`src/rtl/tmds_pkg.sv`:
```
// tmds_pkg: shared types, code-word constants and helpers for the TMDS lane
// encoder (tmds_lane, tmds_lane_array).
//   mode_t       period type presented to every lane each pixel clock
//   CTRL_TOKEN   2b control-period code words indexed by {c1,c0}
//   VID_GB_A/B   video guard-band words (even / odd lanes)
//   TERC4_LUT    4b data-island code words
//   popcount8()  number of ones in a byte
package tmds_pkg;

  typedef enum logic [2:0] {
    CTRL   = 3'd0,
    VIDEO  = 3'd1,
    VID_GB = 3'd2,
    DI_GB  = 3'd3,
    ISLAND = 3'd4
  } mode_t;

  localparam logic [9:0] CTRL_TOKEN [4] = '{10'h354, 10'h0AB, 10'h154, 10'h2AB};

  localparam logic [9:0] VID_GB_A = 10'h2CC;
  localparam logic [9:0] VID_GB_B = 10'h133;

  localparam logic [9:0] TERC4_LUT [16] = '{
    10'h29C, 10'h263, 10'h2E4, 10'h2E2, 10'h171, 10'h11E, 10'h18E, 10'h13C,
    10'h2CC, 10'h139, 10'h19C, 10'h2C6, 10'h28E, 10'h271, 10'h163, 10'h2C3
  };

  function automatic logic [3:0] popcount8(input logic [7:0] b);
    logic [3:0] n;
    n = '0;
    for (int i = 0; i < 8; i++) n = n + {3'b000, b[i]};
    return n;
  endfunction

endpackage

```
`src/rtl/tmds_lane.sv`:
```
// tmds_lane: one TMDS lane, four register stages from data/terc4 to tmds.
//   clk, rst  pixel clock, synchronous active-high reset
//   data      video byte (enters S1)
//   terc4     data-island nibble (enters S1, delayed alongside the byte)
//   mode      period type already aligned to S4 by the caller
//   ctrl      {c1,c0} already aligned to S4; lane 0 carries {vsync,hsync}
//   tmds      registered 10-bit code word, bit 0 sent first
//   disp      running disparity (only with TMDS_DISP_MON_EN defined)
// Optional feature macro: TMDS_DISP_MON_EN.
// There is no valid/ready handshake: every stage advances on every clock,
// so a word entering S1 leaves S4 exactly four clocks later.
module tmds_lane
  import tmds_pkg::*;
#(
  parameter int LANE = 0
) (
  input  logic       clk,
  input  logic       rst,
  input  logic [7:0] data,
  input  logic [3:0] terc4,
  input  mode_t      mode,
  input  logic [1:0] ctrl,
  output logic [9:0] tmds
`ifdef TMDS_DISP_MON_EN
  ,
  output logic [4:0] disp
`endif
);

  // S1
  logic [7:0] d1;
  logic [3:0] n1;
  logic [3:0] t1;
  // S2
  logic [8:0] qm_c;
  logic       dec1;
  logic [8:0] qm2;
  logic [3:0] t2;
  // S3
  logic [8:0] qm3;
  logic [3:0] nq3;
  logic [3:0] t3;
  // S4
  logic [9:0] word_nxt;
  logic [4:0] cnt;
  logic [4:0] cnt_nxt;
  logic [4:0] two_n;
  logic       q8;
  logic       cnt_pos;
  logic       cnt_neg;

  // Transition-minimising stage: XNOR chain for ones-heavy bytes.
  always_comb begin
    qm_c    = '0;
    dec1    = (n1 > 4'd4) || ((n1 == 4'd4) && !d1[0]);
    qm_c[0] = d1[0];
    for (int i = 1; i < 8; i++) begin
      qm_c[i] = dec1 ? ~(qm_c[i-1] ^ d1[i]) : (qm_c[i-1] ^ d1[i]);
    end
    qm_c[8] = ~dec1;
  end

  // Output word and disparity update. cnt is 5-bit two's complement and
  // all arithmetic wraps mod 32; non-video periods restart it at zero.
  always_comb begin
    word_nxt = CTRL_TOKEN[ctrl];
    cnt_nxt  = '0;
    q8       = qm3[8];
    two_n    = {nq3, 1'b0};
    cnt_neg  = cnt[4];
    cnt_pos  = !cnt[4] && (cnt != 5'd0);
    case (mode)
      VIDEO: begin
        if ((cnt == 5'd0) || (nq3 == 4'd4)) begin
          word_nxt = {~q8, q8, qm3[7:0] ^ {8{~q8}}};
          cnt_nxt  = q8 ? (cnt + two_n - 5'd8) : (cnt + 5'd8 - two_n);
        end else if ((cnt_pos && (nq3 > 4'd4)) || (cnt_neg && (nq3 < 4'd4))) begin
          word_nxt = {1'b1, q8, ~qm3[7:0]};
          cnt_nxt  = cnt + {3'b000, q8, 1'b0} + 5'd8 - two_n;
        end else begin
          word_nxt = {1'b0, q8, qm3[7:0]};
          cnt_nxt  = cnt + two_n - 5'd8 - {3'b000, ~q8, 1'b0};
        end
      end
      VID_GB:  word_nxt = ((LANE % 2) == 0) ? VID_GB_A : VID_GB_B;
      // Lane 0 carries sync during the data-island guard band.
      DI_GB:   word_nxt = (LANE == 0) ? TERC4_LUT[{2'b11, ctrl}] : VID_GB_B;
      ISLAND:  word_nxt = TERC4_LUT[t3];
      default: word_nxt = CTRL_TOKEN[ctrl];
    endcase
  end

  always_ff @(posedge clk) begin
    if (rst) begin
      d1   <= '0;
      n1   <= '0;
      t1   <= '0;
      qm2  <= '0;
      t2   <= '0;
      qm3  <= '0;
      nq3  <= '0;
      t3   <= '0;
      tmds <= '0;
      cnt  <= '0;
    end else begin
      d1   <= data;
      n1   <= popcount8(data);
      t1   <= terc4;
      qm2  <= qm_c;
      t2   <= t1;
      qm3  <= qm2;
      nq3  <= popcount8(qm2[7:0]);
      t3   <= t2;
      tmds <= word_nxt;
      cnt  <= cnt_nxt;
    end
  end

`ifdef TMDS_DISP_MON_EN
  assign disp = cnt;
`endif

endmodule

```
`src/rtl/tmds_lane_array.sv`:
```
// tmds_lane_array: N-lane TMDS/HDMI 1.4 encoder with a fixed four-clock
// latency for every period type, so all lanes stay word-aligned.
//   clk       pixel clock
//   rst       synchronous active-high reset
//   mode_in   mode_t period type shared by all lanes (5..7 act as CTRL)
//   data_in   video byte per lane, lane k at [8k+7:8k]
//   ctrl_in   {c1,c0} per lane; lane 0 = {vsync,hsync}
//   terc4_in  data-island nibble per lane
//   tmds_out  10-bit code word per lane, bit 0 sent first
//   disp_out  per-lane running disparity (only with TMDS_DISP_MON_EN)
// Optional feature macro: TMDS_DISP_MON_EN.
// No valid/ready handshake: a new input set is accepted every clock.
module tmds_lane_array
  import tmds_pkg::*;
#(
  parameter int NUM_CH = 3
) (
  input  logic                 clk,
  input  logic                 rst,
  input  logic [2:0]           mode_in,
  input  logic [NUM_CH*8-1:0]  data_in,
  input  logic [NUM_CH*2-1:0]  ctrl_in,
  input  logic [NUM_CH*4-1:0]  terc4_in,
  output logic [NUM_CH*10-1:0] tmds_out
`ifdef TMDS_DISP_MON_EN
  ,
  output logic [NUM_CH*5-1:0]  disp_out
`endif
);

  // Lanes implement four register stages; mode/ctrl need LATENCY-1
  // registers here because S4 consumes them combinationally.
  localparam int LATENCY = 4;
  localparam int DLY     = LATENCY - 1;

  mode_t               mode_norm;
  mode_t               mode_q [DLY];
  logic [NUM_CH*2-1:0] ctrl_q [DLY];

  assign mode_norm = (mode_in > 3'd4) ? CTRL : mode_t'(mode_in);

  always_ff @(posedge clk) begin
    if (rst) begin
      for (int i = 0; i < DLY; i++) begin
        mode_q[i] <= CTRL;
        ctrl_q[i] <= '0;
      end
    end else begin
      mode_q[0] <= mode_norm;
      ctrl_q[0] <= ctrl_in;
      for (int i = 1; i < DLY; i++) begin
        mode_q[i] <= mode_q[i-1];
        ctrl_q[i] <= ctrl_q[i-1];
      end
    end
  end

  for (genvar k = 0; k < NUM_CH; k++) begin : g_lane
    tmds_lane #(
      .LANE(k)
    ) u_lane (
      .clk   (clk),
      .rst   (rst),
      .data  (data_in[8*k +: 8]),
      .terc4 (terc4_in[4*k +: 4]),
      .mode  (mode_q[DLY-1]),
      .ctrl  (ctrl_q[DLY-1][2*k +: 2]),
      .tmds  (tmds_out[10*k +: 10])
`ifdef TMDS_DISP_MON_EN
      ,
      .disp  (disp_out[5*k +: 5])
`endif
    );
  end

endmodule
```
`config.mk`:
```
export PLATFORM = sky130hd
export DESIGN_NAME = tmds_lane_array
export DESIGN_NICKNAME = d
export VERILOG_FILES = /design/src/rtl/tmds_pkg.sv /design/src/rtl/tmds_lane.sv /design/src/rtl/tmds_lane_array.sv
export SDC_FILE = /design/constraint.sdc
export NUM_CORES = 1
export LEC_CHECK = 0
export ABC_AREA = 1
export BUFFER_PORTS_ARGS = -buffer_cell sky130_fd_sc_hd__buf_2
export CORE_ASPECT_RATIO = 1.1
export CORE_UTILIZATION = 41
export CTS_BUF_LIST = sky130_fd_sc_hd__clkbuf_16
export CTS_CLUSTER_SIZE = 20
export DETAILED_ROUTE_END_ITERATION = 10
export GPL_ROUTABILITY_DRIVEN = 0
export HOLD_SLACK_MARGIN = 0.08
export PLACE_DENSITY = 0.62
export SYNTH_ARGS = -nofsm -noshare
export SYNTH_HDL_FRONTEND = slang
export SYNTH_SLANG_ARGS = --single-unit
```
`constraint.sdc`:
```
create_clock -name clk -period 3.3 [get_ports clk]
set_input_delay 0.33 -clock clk [delete_from_list [all_inputs] [get_ports clk]]
set_output_delay 0.33 -clock clk [all_outputs]
set_load 0.02 [all_outputs]
```
==> out/metrics.csv, run 1 <==
stage;metric;value;unit
routing;Pre-antenna DRT Iters;5;
floorplanning;boundary pin count;77;
placement;dpl hpwl;17700;microns
sta;skew final;0.0116;ns
pwr;P_int;5.07;mW
pwr;Sw Ratio;29.7;%
sta;final hold vios;0;
setup_path;Worst Setup Path Type;reg2reg;
layout;synthesis-to-finish area growth;18.1;%
routing;post-DR vias/cell;4.63;
layout;Final #Nets;1684;
clock_network;Max clock buf depth;3;
pwr;Psw;2.14;mW
global_route;number of global-route vias before repair;8186;
yosys;commonest register cell after synthesis;dfxtp_1;
routing;antenna-violating nets left;0;
pwr;Final Power;7.20;mW
routing;WL final;23100;microns
clock_network;root buffer cell;clkbuf_16;
routing;drt drc;0;
clock_network;clk slew on worst S/H paths;0.06;ns
setup_path;CP startpoint;g_lane[0].u_lane.qm2[0];
sta;endpoints failing setup;0;
pwr;pwr/cell area;565;mW/mm^2
sta;Final Max Tran Viols;0;
setup_path;worst-path fanout max;2;
pwr;clock share of power;37.9;%
floorplanning;Die Ht;172;microns
setup_path;Worst EP required;3.67;ns
clock_network;Worst-Skew Late Latency;0.51;ns
yosys;share of synthesized registers carrying an async set or reset;0;%
global_route;global route total overflow;0;
setup_path;CP Launch Type;flop;
layout;Multi-input gate area;0.00535;sq mm
sta;RSZ-0062 raised after global routing;false;
min_path;worst hold path class;in2reg;
sta;setup TNS;0;ns
yosys;FF+latch count, synth;207;
outcome;outcome;finished, final reports clean;
clock_network;CTS resizes;0;
clock_network;TritonCTS buffer count;25;
sta;min cycle time layout;2.97;ns
global_route;initial antenna violation count;0;
min_path;hold_sp;data_in[2];
routing;Starting DRT DRC Count;402;
placement;port bufs;76;
sta;Max-slew headroom;39.1;%
clock_network;number of H-tree levels;1;
yosys;mapped cell area;0.0108;sq mm
setup_path;WP data arrival;3.35;ns
floorplanning;die footprint;0.0270;sq mm
run;Max Cap Viol;0;
yosys;Netlist cell types;45;
layout;Seq. cell area;0.00414;sq mm
yosys;synth warn;0;
yosys;number of flops mapped to enable cells by yosys;0;
pwr;Seq pwr share;39.3;%
floorplanning;Site Rows;61;
yosys;Cells after Synth;1403;
global_route;GRT Overall Usage;17.7;%
yosys;Seq/Total Area, Yosys;38.4;%
sta;Least-Margin Pin Slew;0.912;ns
global_route;largest net degree at the start of global routing;70;
layout;n_diodes;0;
sta;period utilization;90.1;%
global_route;first-pass GRT wire length;38700;microns
floorplanning;initial core utilization;42.2;%
floorplanning;Die Wd;157;microns
pwr;static leakage;6.27;nW
pwr;Max IR drop VDD;0.000400;V
setup_path;endpoint class of the critical path;flop;
layout;share of cells above drive strength 1;11.1;%
yosys;Synth Net Count;1569;
floorplanning;Placeable Area;0.0256;sq mm
layout;Filler cells;2430;
routing;vias;8707;
pwr;Gate power share;22.8;%
yosys;synthesized area per cell;7.69;sq um
clock_network;Clock Sink Count;207;
setup_path;launch point of the worst reg-to-reg path;g_lane[0].u_lane.qm2[0];
routing;WL/cell;12.3;microns
clock_network;CTS tree;done;
sta;Fmax;0.336;GHz
## power groups by stage
| stage | registers [mW] | logic, mW | clock network (mW) |
|---|---|---|---|
| finish | 2.83 | 1.64 | 2.73 |
| CTS | 2.83 | 1.66 | 2.80 |
| detailed placement | 2.89 | 1.61 | 0 |
| global placement | 2.88 | 1.56 | 0 |
| floorplan | 2.88 | 1.22 | 0 |
| global route | 2.85 | 1.91 | 2.92 |
## cells in the final DEF (no fill, tap or decap), types with 3 or more instances in the layout
| cell | n |
|---|---|
| clkbuf_16 | 25 |
| clkinv_1 | 3 |
| nor2_1 | 183 |
| inv_2 | 12 |
| dfxtp_1 | 207 |
| inv_1 | 287 |
| nand2_2 | 7 |
| o21ai_0 | 51 |
| a21oi_1 | 70 |
| xor2_1 | 17 |
| nand3_1 | 86 |
| o21ai_1 | 4 |
| nand3_2 | 9 |
| buf_4 | 6 |
| a31oi_1 | 10 |
| clkinv_4 | 3 |
| o21ai_2 | 4 |
| nor3_1 | 4 |
| nand3b_1 | 15 |
| dlygate4sd3_1 | 42 |
| o211ai_1 | 10 |
| o2111ai_1 | 3 |
| buf_2 | 75 |
| fa_1 | 36 |
| nand4_1 | 10 |
| clkinv_2 | 6 |
| or2_2 | 3 |
| xnor2_1 | 12 |
| nor2_2 | 4 |
| nand2_1 | 220 |
| ha_1 | 83 |
| bufinv_16 | 4 |
## worst paths after layout
path / to / slack (ns) / cells after the start
worst min register to register: g_lane[0].u_lane.t2[0] / 0.40 / 2
worst max-delay path: g_lane[0].u_lane.nq3[2] / 0.33 / 9
worst min-delay path: g_lane[0].u_lane.d1[2] / 0.09 / 3
worst max register to register: g_lane[0].u_lane.nq3[2] / 0.33 / 9
## what timing repair did
item                                   CTS  global route
setup buffers                            0             0
hold buffers                            42             0
endpoints found under the hold margin   42             0
## routing by layer
layer / global-route usage (%) / wire [microns] / vias up
met1: 22.5 / 10600 / 3911
met4: 5.12 / 508 / 0
met2: 31.1 / 10900 / 212
li1: - / - / 4542
met3: 2.78 / 1220 / 42
met5: 0 / 0 / -
## cell type report
type,instances,share of cell area (%)
well taps,346,3.40
multi-input cells,861,42.0
repair buffers,123,6.60
inverters,300,8.90
clock inverters,19,1.62
clock buffers,25,4.91
flip-flops and latches,207,32.5
## state kept, by name, summed over array words and instances (netlist names)
register and count:
ctrl_q 18, g_lane.u_lane.qm2 27, g_lane.u_lane.t3 12, g_lane.u_lane.n1 12, g_lane.u_lane.nq3 12, g_lane.u_lane.qm3 27, mode_q 9, g_lane.u_lane.d1 24
g_lane.u_lane.tmds 30, g_lane.u_lane.cnt 12, g_lane.u_lane.t2 12, g_lane.u_lane.t1 12
## logic make-up (layout without fill, tap and decap cells)
logic type               count (synthesis)  after routing  synth area share [%]
buffers and inverters                  335            467                  12.0
flip-flops                             207            207                  38.4
AO/OA/AOI/OAI                          165            165                  8.72
XOR/XNOR                                31             31                  2.66
AND/OR/NAND/NOR                        546            546                  21.9
adder cells (fa/ha/maj)                119            119                  16.3
## through the flow
step	util (%)	setup slack [ns]	instances	hold slack, ns	area [sq um]
2_1_floorplan	-	0.476	1403	0.388	10800
3_3_place_gp	44.9	0.395	1795	0.391	11500
3_5_place_dp	44.9	0.367	1795	0.392	11500
4_1_cts	49.8	0.322	1881	0.0818	12700
5_1_grt	49.8	0.156	1881	0.0954	12700
6_report	49.8	0.327	1881	0.0909	12700
## cell usage after synthesis, types with 10 or more instances
cell | instances | area, sq um
o21ai_0 | 51 | 255
fa_1 | 36 | 721
nand2_1 | 220 | 826
a21oi_1 | 70 | 350
nand3_1 | 86 | 430
ha_1 | 83 | 1040
xnor2_1 | 12 | 105
clkbuf_1 | 24 | 90.1
a31oi_1 | 10 | 62.6
nor2_1 | 183 | 687
xor2_1 | 17 | 149
dfxtp_1 | 207 | 4140
nand4_1 | 10 | 62.6
nand3b_1 | 15 | 113
o211ai_1 | 10 | 75.1
inv_2 | 12 | 45.0
inv_1 | 284 | 1070
## critical path, stage by stage (launching register included)
cell,delay (ns)
dfxtp_1,0.32
ha_1,0.28
inv_1,0.05
fa_1,0.50
fa_1,0.54
inv_1,0.05
fa_1,0.45
fa_1,0.40
xnor2_1,0.19
nor2_1,0.05
(Power assumes the default switching activity.)
==> run 2: changes to the inputs <==
--- a/config.mk
+++ b/config.mk
@@ -6,15 +6,15 @@
 export NUM_CORES = 1
 export LEC_CHECK = 0
 export ABC_AREA = 1
-export BUFFER_PORTS_ARGS = -buffer_cell sky130_fd_sc_hd__buf_2
 export CORE_ASPECT_RATIO = 1.1
 export CORE_UTILIZATION = 41
 export CTS_BUF_LIST = sky130_fd_sc_hd__clkbuf_16
 export CTS_CLUSTER_SIZE = 20
 export DETAILED_ROUTE_END_ITERATION = 10
+export DONT_BUFFER_PORTS = 1
 export GPL_ROUTABILITY_DRIVEN = 0
 export HOLD_SLACK_MARGIN = 0.08
-export PLACE_DENSITY = 0.62
+export PLACE_DENSITY = 0.59
 export SYNTH_ARGS = -nofsm -noshare
 export SYNTH_HDL_FRONTEND = slang
 export SYNTH_SLANG_ARGS = --single-unit
==> out/metrics.csv, run 2 (synthesis gave the netlist of run 1 again) <==
stage;metric;value;unit;change
run;Max Cap Viol;0;;unchanged
pwr;P_int;4.83;mW;-4.7%
pwr;Seq pwr share;41.6;%;+2.3 points
layout;Largest regs;g_lane.u_lane.tmds x30, g_lane.u_lane.qm2 x27, g_lane.u_lane.qm3 x27;;
routing;WL final;22900;microns;-1.2%
setup_path;CP Launch Type;flop;;
sta;slack of the critical path;0.397;ns;+0.0704 ns
placement;setup slack at placement;0.408;ns;+0.0416 ns
floorplanning;boundary pin count;77;;unchanged
layout;number of flip-flops in the largest register;30;;unchanged
floorplanning;Die Wd;157;microns;unchanged
clock_network;number of H-tree levels;1;;unchanged
layout;post-route insts no fill;1804;;-4.1%
setup_path;endpoint class of the critical path;flop;;
pwr;pwr/cell area;559;mW/mm^2;-1.1%
sta;period utilization;88.0;%;-2.1 points
sta;setup TNS;0;ns;unchanged
sta;endpoints failing setup;0;;unchanged
setup_path;CP peak stage delay;0.54;ns;about the same
placement;placed cell count;1717;;-4.3%
floorplanning;die footprint;0.0270;sq mm;unchanged
setup_path;Worst Setup Path Type;reg2reg;;
routing;drt drc;0;;unchanged
routing;WL/cell;12.7;microns;+3.1%
layout;synthesis-to-finish area growth;14.1;%;
clock_network;Clock Sink Count;207;;unchanged
layout;share of cells above drive strength 1;5.76;%;-5.4 points
min_path;worst hold path class;in2reg;;
floorplanning;initial core utilization;42.2;%;unchanged
floorplanning;Die Ht;172;microns;unchanged
layout;commonest non-fill, non-tap cells in the layout;289 x inv_1, 220 x nand2_1, 207 x dfxtp_1;;
pwr;Sw Ratio;29.9;%;+0.22 points
sta;Final Max Tran Viols;0;;unchanged
layout;commonest non-fill, non-tap cell in the layout;inv_1;;
clock_network;CTS tree;done;;
placement;port bufs;0;;-100%
setup_path;Worst EP required;3.67;ns;about the same
pwr;clock share of power;35.8;%;-2.1 points
routing;Starting DRT DRC Count;552;;+37%
routing;Pre-antenna DRT Iters;5;;unchanged
layout;n_diodes;0;;unchanged
pwr;static leakage;5.92;nW;-5.6%
sta;Max-slew headroom;58.4;%;+19 points
setup_path;worst-path fanout max;2;;unchanged
sta;skew final;0.0212;ns;+0.00967 ns
sta;RSZ-0062 raised after global routing;false;;
clock_network;clk slew on worst S/H paths;0.06;ns;about the same
layout;Final #Nets;1609;;-4.5%
routing;antenna-violating nets left;0;;unchanged
clock_network;Worst-Skew Late Latency;0.51;ns;about the same
placement;dpl hpwl;17200;microns;-2.4%
setup_path;WP data arrival;3.27;ns;-0.08 ns
global_route;first-pass GRT wire length;38600;microns;-0.21%
sta;Least-Margin Pin Slew;0.625;ns;-0.288 ns
clock_network;TritonCTS buffer count;22;;-12%
routing;post-DR vias/cell;4.65;;+0.46%
floorplanning;Site Rows;61;;unchanged
setup_path;slowest stage cell, crit path;fa_1;;
global_route;GRT Overall Usage;17.7;%;-0.040 points
routing;vias;8389;;-3.7%
global_route;initial antenna violation count;0;;unchanged
pwr;Max IR drop VDD;0.000316;V;-21%
setup_path;cell mode on critical path;fa_1;;
global_route;number of global-route vias before repair;8066;;-1.5%
clock_network;root buffer cell;clkbuf_16;;
sta;min cycle time layout;2.90;ns;-0.0704 ns
outcome;outcome;finished, final reports clean;;
clock_network;Max clock buf depth;3;;unchanged
pwr;Psw;2.06;mW;-3.7%
layout;Reg with most FFs;g_lane.u_lane.tmds;;
setup_path;crit path cell chain;ha_1 > inv_1 > fa_1 > fa_1 > inv_1 > fa_1 > fa_1 > xnor2_1 > nor2_1;;
global_route;largest net degree at the start of global routing;148;;+110%
floorplanning;Placeable Area;0.0256;sq mm;unchanged
sta;final hold slack;0.109;ns;+0.0181 ns
clock_network;CTS resizes;0;;unchanged
sta;final hold vios;0;;unchanged
sta;Fmax;0.344;GHz;+2.4%
pwr;Gate power share;22.6;%;-0.2 points
global_route;global route total overflow;0;;unchanged
run 2: cell types whose count changed in the layout (fill, tap and decap cells not counted), sizes merged:
cell         delta
clkbuf          -2
inv             +1
dlygate4sd3     +5
buf            -77
clkinv          -3
bufinv          -1
run 2: power by group through the flow:
stage / Sequential, mW / Combinational [mW] / Clock, mW
after floorplan: 2.88 / 1.22 / 0
after global placement: 2.91 / 1.44 / 0
after detailed placement: 2.92 / 1.48 / 0
after CTS: 2.86 / 1.57 / 2.53
after global routing: 2.89 / 1.83 / 2.65
final: 2.86 / 1.56 / 2.46
run 2: per-layer routing:
metal / track usage (%) / vias to the layer above / routed length [microns]
li1: - / 4389 / -
met1: 23.5 / 3760 / 10800
met2: 29.5 / 196 / 10300
met3: 2.88 / 44 / 1230
met4: 5.12 / 0 / 506
met5: 0 / - / 0
run 2: repair_timing:
action / in CTS / in global routing
hold endpoints to repair: 154 / 0
hold buffers: 48 / 0
setup buffers: 0 / 0
run 2: final timing paths:
check,start,slack (ns),cells past startpoint,endpoint
worst min-delay path,data_in[5],0.11,3,g_lane[0].u_lane.n1[0]
worst max register to register,g_lane[0].u_lane.qm2[1],0.40,9,g_lane[0].u_lane.nq3[2]
worst min register to register,g_lane[1].u_lane.t1[0],0.40,2,g_lane[1].u_lane.t2[0]
worst max-delay path,g_lane[0].u_lane.qm2[1],0.40,9,g_lane[0].u_lane.nq3[2]
run 2: cell type report:
type / count / area (sq um)
Fill cell: 2517 / 13300
Timing Repair Buffer: 51 / 520
Sequential cell: 207 / 4140
Tap cell: 346 / 433
Clock buffer: 23 / 576
Multi-Input combinational cell: 861 / 5350
Inverter: 300 / 1130
Clock inverter: 16 / 149
run 2: critical path: cells and delay by family, from the launching register on:
| family | cells | cell delay, ns |
|---|---|---|
| adder cells (fa/ha/maj) | 5 | 2.15 |
| flip-flops | 1 | 0.31 |
| XOR/XNOR | 1 | 0.16 |
| buffers and inverters | 2 | 0.10 |
| AND/OR/NAND/NOR | 1 | 0.05 |
run 2: through the flow:
stage / power (mW) / cell area [sq um] / util [%]
2_1_floorplan: 4.10 / 10800 / -
3_3_place_gp: 4.36 / 11100 / 43.4
3_5_place_dp: 4.40 / 11100 / 43.4
4_1_cts: 6.96 / 12300 / 48.1
5_1_grt: 7.37 / 12300 / 48.1
6_report: 6.89 / 12300 / 48.1
==> run 3: changes to the inputs <==
--- a/config.mk
+++ b/config.mk
@@ -7,6 +7,7 @@
 export LEC_CHECK = 0
 export ABC_AREA = 1
 export CORE_ASPECT_RATIO = 1.1
+export CORE_MARGIN = 2
 export CORE_UTILIZATION = 41
 export CTS_BUF_LIST = sky130_fd_sc_hd__clkbuf_16
 export CTS_CLUSTER_SIZE = 20
@@ -14,7 +15,7 @@
 export DONT_BUFFER_PORTS = 1
 export GPL_ROUTABILITY_DRIVEN = 0
 export HOLD_SLACK_MARGIN = 0.08
-export PLACE_DENSITY = 0.59
+export PLACE_DENSITY = 0.53
 export SYNTH_ARGS = -nofsm -noshare
 export SYNTH_HDL_FRONTEND = slang
 export SYNTH_SLANG_ARGS = --single-unit
==> out/metrics.csv, run 3 (synthesis gave the netlist of run 1 again) <==
stage;metric;value;unit;change
global_route;met1 Use GR;24.0;%;+0.49 points
floorplanning;Site Rows;62;;+1.6%
sta;endpoints failing setup;0;;unchanged
run;Max Cap Viol;0;;unchanged
layout;Final #Nets;1610;;+0.062%
global_route;first-pass GRT wire length;39600;microns;+2.4%
layout;post-route insts no fill;1811;;+0.39%
routing;Pre-antenna DRT Iters;5;;unchanged
routing;Starting DRT DRC Count;400;;-28%
clock_network;Max clock buf depth;3;;unchanged
min_path;hold depth;3;;unchanged
setup_path;slowest stage cell, crit path;fa_1;;
setup_path;endpoint class of the critical path;flop;;
global_route;global route total overflow;0;;unchanged
pwr;Psw;2.10;mW;+2.1%
setup_path;WP data arrival;3.29;ns;+0.02 ns
floorplanning;initial core utilization;41.5;%;-0.68 points
min_path;hold endpoint;g_lane[0].u_lane.n1[0];;
placement;dpl hpwl;17500;microns;+1.8%
clock_network;clk slew on worst S/H paths;0.06;ns;about the same
clock_network;number of H-tree levels;1;;unchanged
clock_network;CTS tree;done;;
setup_path;launch point of the worst reg-to-reg path;g_lane[0].u_lane.qm2[0];;
setup_path;crit path cell chain;ha_1 > inv_1 > fa_1 > fa_1 > inv_1 > fa_1 > fa_1 > xnor2_1 > nor2_1;;
sta;setup TNS;0;ns;unchanged
sta;Least-Margin Pin Slew;0.653;ns;+0.0287 ns
global_route;met3 GRT Util;2.62;%;-0.26 points
setup_path;Worst Setup Path Type;reg2reg;;
pwr;static leakage;5.95;nW;+0.49%
routing;WL final;23700;microns;+3.6%
layout;number of flip-flops in the largest register;30;;unchanged
layout;Largest regs;g_lane.u_lane.tmds x30, g_lane.u_lane.qm2 x27, g_lane.u_lane.qm3 x27;;
pwr;pwr/cell area;569;mW/mm^2;+1.7%
pwr;Max IR drop VDD;0.000296;V;-6.4%
pwr;Gate power share;22.3;%;-0.3 points
setup_path;r2r setup slk;0.38;ns;about the same
sta;RSZ-0062 raised after global routing;false;;
floorplanning;boundary pin count;77;;unchanged
floorplanning;die footprint;0.0276;sq mm;+2.5%
sta;Fmax;0.343;GHz;-0.42%
global_route;largest net degree at the start of global routing;148;;unchanged
layout;Reg with most FFs;g_lane.u_lane.tmds;;
setup_path;cell mode on critical path;fa_1;;
floorplanning;Die Wd;159;microns;+1.3%
clock_network;post-CTS setup buffers;0;;unchanged
setup_path;Worst Path Buf+Inv;2;;unchanged
layout;n_diodes;0;;unchanged
pwr;Seq pwr share;40.7;%;-0.9 points
setup_path;Worst EP required;3.68;ns;about the same
placement;port bufs;0;;unchanged
routing;vias;8395;;+0.072%
pwr;Sw Ratio;29.9;%;about the same
pwr;clock share of power;37.0;%;+1.2 points
sta;skew final;0.0105;ns;-0.0107 ns
sta;min cycle time layout;2.92;ns;+0.0121 ns
setup_path;cell family with most CP delay;adder cells;;
sta;period utilization;88.3;%;+0.37 points
clock_network;TritonCTS buffer count;24;;+9.1%
routing;drt drc;0;;unchanged
routing;WL/cell;13.1;microns;+3.2%
setup_path;CP Launch Type;flop;;
global_route;number of global-route vias before repair;8105;;+0.48%
min_path;hold_sp;data_in[5];;
min_path;worst hold path class;in2reg;;
layout;commonest non-fill, non-tap cells in the layout;290 x inv_1, 220 x nand2_1, 207 x dfxtp_1;;
placement;placed cell count;1722;;+0.29%
pwr;P_int;4.93;mW;+2.1%
routing;post-DR vias/cell;4.64;;-0.32%
global_route;GRT Overall Usage;17.6;%;-0.050 points
setup_path;worst-path fanout max;2;;unchanged
routing;antenna-violating nets left;0;;unchanged
clock_network;Clock Sink Count;207;;unchanged
setup_path;Crit Reg-Reg Endpoint;g_lane[0].u_lane.nq3[2];;
layout;commonest non-fill, non-tap cell in the layout;inv_1;;
layout;share of cells above drive strength 1;5.76;%;about the same
clock_network;root buffer cell;clkbuf_16;;
global_route;initial antenna violation count;0;;unchanged
floorplanning;Die Ht;174;microns;+1.2%
floorplanning;Placeable Area;0.0260;sq mm;+1.6%
sta;Max-slew headroom;56.4;%;-1.9 points
outcome;outcome;finished, final reports clean;;
clock_network;Worst-Skew Late Latency;0.51;ns;about the same
layout;synthesis-to-finish area growth;14.5;%;
global_route;GRT Max-Usage Layer;met2;;
setup_path;CP peak stage delay;0.54;ns;about the same
sta;Final Max Tran Viols;0;;unchanged
sta;final hold vios;0;;unchanged
setup_path;R2R depth;9;;unchanged
global_route;met2 Use GR;29.4;%;-0.16 points
layout;Filler cells;2567;;+2.0%
==> run 3: cell types whose count changed in the layout (fill, tap and decap cells not counted) <==
cell and change:
buf_4 -1, clkbuf_16 +2, clkinv_2 +1, clkinvlp_4 -2, inv_1 +1
==> run 3: worst max-delay path by stage <==
stage          cells past startpoint                     from                       to
3_3_place_gp                       9  g_lane[0].u_lane.qm2[0]  g_lane[0].u_lane.nq3[2]
2_1_floorplan                      9  g_lane[0].u_lane.qm2[0]  g_lane[0].u_lane.nq3[2]
4_1_cts                            9  g_lane[0].u_lane.qm2[0]  g_lane[0].u_lane.nq3[2]
5_1_grt                            9  g_lane[0].u_lane.qm2[0]  g_lane[0].u_lane.nq3[2]
3_5_place_dp                       9  g_lane[0].u_lane.qm2[0]  g_lane[0].u_lane.nq3[2]
6_report                           9  g_lane[0].u_lane.qm2[0]  g_lane[0].u_lane.nq3[2]
==> run 3: area by class of cell <==
cell class	count	area [sq um]	area share, %
multi-input combinational	861	5350	43.3
sequential	207	4140	33.5
inverter	300	1130	9.18
clock buffer	25	626	5.06
timing repair buffer	50	513	4.15
tap	352	440	3.57
clock inverter	16	143	1.15
==> run 3: stage by stage <==
step	utilization (%)	worst slack (ns)	power [mW]	cell area, sq um	hold WS (ns)
floorplan	-	0.476	4.10	10800	0.388
global placement	42.7	0.431	4.39	11100	0.391
detailed placement	42.7	0.398	4.41	11100	0.392
CTS	47.5	0.368	7.12	12400	0.115
global route	47.5	0.227	7.48	12400	0.121
finish	47.5	0.385	7.03	12400	0.116
==> run 3: power groups by stage <==
stage	clock [mW]	combinational, mW	sequential, mW
after floorplan	0	1.22	2.88
after global placement	0	1.47	2.92
after detailed placement	0	1.50	2.92
after CTS	2.67	1.59	2.86
after global routing	2.77	1.83	2.89
final	2.60	1.57	2.86
==> run 3: layer usage <==
layer | routed length [microns] | up-vias | share of wire [%]
li1 | - | 4384 | -
met1 | 11300 | 3807 | 48
met2 | 10900 | 164 | 46
met3 | 1100 | 40 | 4.6
met4 | 465 | 0 | 2.0
met5 | 0 | - | 0
==> run 3: worst reg2reg max path, stage by stage (launching register included) <==
cell     delay (ns)
dfxtp_1        0.31
ha_1           0.27
inv_1          0.05
fa_1           0.50
fa_1           0.54
inv_1          0.05
fa_1           0.46
fa_1           0.39
xnor2_1        0.16
nor2_1         0.05
==> run 3: repair_timing <==
action                                 4_1_cts  5_1_grt
hold buffers                                48        0
endpoints found under the hold margin      154        0
resized for setup                            0        0
